==> src/rtl/onehot_scan_decoder.sv <==
// rtl/onehot_scan_decoder.sv - one-hot index decoder with direct load and dwell-timed auto-scan
// Defining DEC_BIDIR_EN adds a dir input that lets the scan step downward.
module onehot_scan_decoder #(
  parameter int SEL_W   = 3,
  parameter int DWELL_W = 8
) (
  input  logic                  clk,
  input  logic                  reset_n,
  input  logic                  en,
  input  logic                  mode,
  input  logic                  load,
  input  logic [SEL_W-1:0]      sel_in,
  input  logic [DWELL_W-1:0]    dwell,
`ifdef DEC_BIDIR_EN
  input  logic                  dir,
`endif
  output logic [(2**SEL_W)-1:0] out,
  output logic [SEL_W-1:0]      idx,
  output logic                  wrap
);

  localparam logic [SEL_W-1:0] IDX_MAX = {SEL_W{1'b1}};

  logic [SEL_W-1:0]   idx_q, idx_d;
  logic [DWELL_W-1:0] cnt_q, cnt_d;
  logic               en_r_q, en_r_d;
  logic               wrap_q, wrap_d;
  logic               step_rev;

`ifdef DEC_BIDIR_EN
  assign step_rev = dir;
`else
  assign step_rev = 1'b0;
`endif

  always_comb begin
    idx_d  = idx_q;
    cnt_d  = cnt_q;
    en_r_d = en;
    wrap_d = 1'b0;
    if (load) begin
      idx_d = sel_in;
      cnt_d = '0;
    end else if (!mode) begin
      cnt_d = '0;
    end else if (en) begin
      // >= so that lowering dwell beneath a running count expires it at once
      if (cnt_q >= dwell) begin
        cnt_d = '0;
        if (step_rev) begin
          idx_d  = idx_q - 1'b1;
          wrap_d = (idx_q == '0);
        end else begin
          idx_d  = idx_q + 1'b1;
          wrap_d = (idx_q == IDX_MAX);
        end
      end else begin
        cnt_d = cnt_q + 1'b1;
      end
    end
  end

  always_ff @(posedge clk or negedge reset_n) begin
    if (!reset_n) begin
      idx_q  <= '0;
      cnt_q  <= '0;
      en_r_q <= 1'b0;
      wrap_q <= 1'b0;
    end else begin
      idx_q  <= idx_d;
      cnt_q  <= cnt_d;
      en_r_q <= en_r_d;
      wrap_q <= wrap_d;
    end
  end

  always_comb begin
    out = '0;
    if (en_r_q) out[idx_q] = 1'b1;
  end

  assign idx  = idx_q;
  assign wrap = wrap_q;

endmodule

==> config.mk <==
export PLATFORM = sky130hd
export DESIGN_NAME = onehot_scan_decoder
export DESIGN_NICKNAME = d
export VERILOG_FILES = /design/src/rtl/onehot_scan_decoder.sv
export SDC_FILE = /design/constraint.sdc
export NUM_CORES = 1
export LEC_CHECK = 0
export CORE_MARGIN = 2
export CORE_UTILIZATION = 30
export CTS_BUF_LIST = sky130_fd_sc_hd__clkbuf_8
export DETAILED_ROUTE_END_ITERATION = 10
export RECOVER_POWER = 50
export SYNTH_ARGS = -nofsm -noshare
export SYNTH_HDL_FRONTEND = slang
export SYNTH_SLANG_ARGS = --single-unit
==> constraint.sdc <==
create_clock -name clk -period 4.1 [get_ports clk]
set_input_delay 0.82 -clock clk [delete_from_list [all_inputs] [get_ports clk]]
set_output_delay 0.82 -clock clk [all_outputs]
set_load 0.02 [all_outputs]
==> run metrics <==
status finished clean; final wirelength 2260 µm; Clock Skew 4.36 ps; FF-to-FF path depth 7; worst skew pair latency 240 ps; Post-synth EDFFs 0; reg2reg start cnt_q[0]$_DFFE_PN0P_; row count 20; clk buf depth 2; Resized cells post-CTS 0; CORE AREA 3100 µm²; postcts setup bufs 0; Fmax 341 MHz; Initial Utilization 32.1%; clock share of power 33.8%; most common cell after layout, fill and taps aside clkdlybuf4s50_1; initial antenna violation count 0; Inst Count DP 182; PwrDens 238 nW/µm²; critical path's slowest cell o41a_1; crit-path cells clkdlybuf4s50_1 -> ha_1 -> nand2b_1 -> a2111oi_2 -> o41a_1 -> and3_2 -> a22o_1; Pre-antenna DRT Iters 4; pre-CTS WS 1180 ps; CP top delay family compound AO/OA/AOI/OAI gates; DIE AREA 3790 µm²; R2R Setup Slk 1680 ps; share of the synthesized area in the top cell type 32.7%; DRC errors left 0; Flop pwr share 43.7%; Hold Path Depth 2; Congestion Overflow GR 0; Global Route Usage Sum 14.4%; Mapped Avg Cell Area 8.73 µm²; RSZ-0062 raised after global routing false; Fillers 339; number of port buffers 27; Setup CP Type in2reg; die width 61.6 µm; sw frac 25.8%; worst slew pin tran 674 ps; Antenna Nets Post-Route 0; Final Hold Vio Count 0; leading cell types in the layout, fill and taps excluded 21 x clkdlybuf4s50_1, 14 x nor2_1, 13 x dfrtp_1; MaxCap Viol Count 0; Leak Pwr 0.588 nW; data required time of the critical path 4270 ps; internal power 0.000235 W; Reg area 325 µm²; Clock Root Buffer clkbuf_8; setup TNS 0 ps; RePlAce Congestion 0.738; layout net count 170; Area growth syn-to-layout 33.7%; Post-DP HPWL 1840 µm; Worst slew margin 55.0%; final worst slack 1160 ps; clk sink count 13; Period minus WS final 2940 ps; final instance count without filler cells 186; DR vias/cell 4.87; initial drt markers 28; Worst setup SP type primary input; Combinational Power Share 22.5%; detailed-route via count 906; H-tree depth 1; final slew viol count 0; number of buffers and inverters on the critical path 1; Netlist cell types 30; Peak supply drop 0.185 mV; Setup crit start dwell[0]; Hold/Removal Path Class reg2reg; pin count of the biggest net entering global routing 18; CTS Hold Bufs 0; post-synth top area cell dfrtp_1; IO Pins 28; CP max stage delay 590 ps; Critical Path End Type flop; Net Switching 0.0000817 W; worst hold endpoint cnt_q[7]$_DFFE_PN0P_; clk slew on worst S/H paths 50 ps; CP Max Fanout 17; syn_nets 141; Final Setup Violations 0; first-pass GRT wire length 4100 µm; R2R Path End cnt_q[3]$_DFFE_PN0P_; Synth Flop Type dfrtp_1; Tot Pwr 0.000317 W; CTS tree built; Avg WL per Cell 12.1 µm; Synth Cell Area 995 µm²; post-synthesis sequential area ratio 32.7%; Final Cycle Share 71.6%; number of synthesis warnings 0; die height 61.6 µm; Async S/R FF share, synth 100%; area of the multi-input gates 597 µm²; n_diodes 0; Worst EP arrival 3110 ps; Synth Register Bits 13; cells after synthesis 114; hold path startpoint cnt_q[7]$_DFFE_PN0P_; vias in the first global route 966; total CTS buffers 3; layout cells sized above 1 6.34%; synth top area cells dfrtp_1 33%, ha_1 14%, nor2_1 5.3%
==> Yosys cell counts, types with 3 or more instances <==
master	count
a31o_2	3
o21a_1	4
a21oi_1	4
dfrtp_1	13
nand3_1	9
nand2_1	9
nor2_1	14
o21ai_0	3
a22o_1	3
nand2b_1	7
inv_1	10
ha_1	11
==> power by group through the flow <==
stage	sequential [W]	combinational [W]	clock, W
finish	0.000138	0.0000711	0.000107
global route	0.000140	0.0000800	0.000119
CTS	0.000139	0.0000736	0.000112
detailed placement	0.000141	0.0000732	0
global placement	0.000141	0.0000719	0
floorplan	0.000142	0.0000354	0
==> state kept, by name, indices dropped and copies added, names as in the netlist <==
signal and cells:
cnt_q 8, wrap 1, idx 3, en_r_q 1
==> per-stage QoR <==
stage | area, µm² | util, % | hold WS [ps]
5_1_grt | 1330 | 42.9 | 587
4_1_cts | 1340 | 43.2 | 558
6_report | 1330 | 42.9 | 551
3_3_place_gp | 1290 | 41.7 | 532
3_5_place_dp | 1290 | 41.7 | 550
2_1_floorplan | 995 | - | 496
==> worst register-to-register path: cells and delay by family (launching register included) <==
family	cells	cell delay (ps)
and+or+nand+nor	2	490
buffers and inverters	1	90
AOI/OAI and AO/OA	3	1100
adders and majority gates	1	270
DFF	1	400
==> layer usage <==
layer / GRT usage, % / vias up / wire length (µm)
met5: 0 / - / 0
li1: - / 465 / -
met2: 24.2 / 10 / 1150
met1: 17.6 / 429 / 1030
met4: 4.86 / 0 / 26
met3: 3.99 / 2 / 55
==> how the worst max path moves through the flow <==
stage	end	cells after the start
global route	cnt_q[3]$_DFFE_PN0P_	7
global placement	idx[0]$_DFFE_PN0P_	7
CTS	idx[0]$_DFFE_PN0P_	7
finish	cnt_q[3]$_DFFE_PN0P_	7
detailed placement	idx[0]$_DFFE_PN0P_	7
floorplan	idx[0]$_DFFE_PN0P_	6
==> cell families (layout without fill, tap and decap cells) <==
group / count (synthesis) / count (layout) / synth area share (%)
mux: 2 / 2 / 2.01
simple gates: 49 / 49 / 24.4
compound gates: 26 / 26 / 20.8
flops: 13 / 13 / 32.7
fa+ha+maj: 11 / 11 / 13.8
buf+inv: 13 / 41 / 6.29
==> cell type report <==
type	count	share of cell area [%]
repair buffers	27	20.3
well taps	44	4.14
clock inverters	1	0.282
inverters	10	2.82
multi-input cells	88	44.9
clock buffers	3	3.10
flip-flops and latches	13	24.5
(Power assumes the default switching activity.)
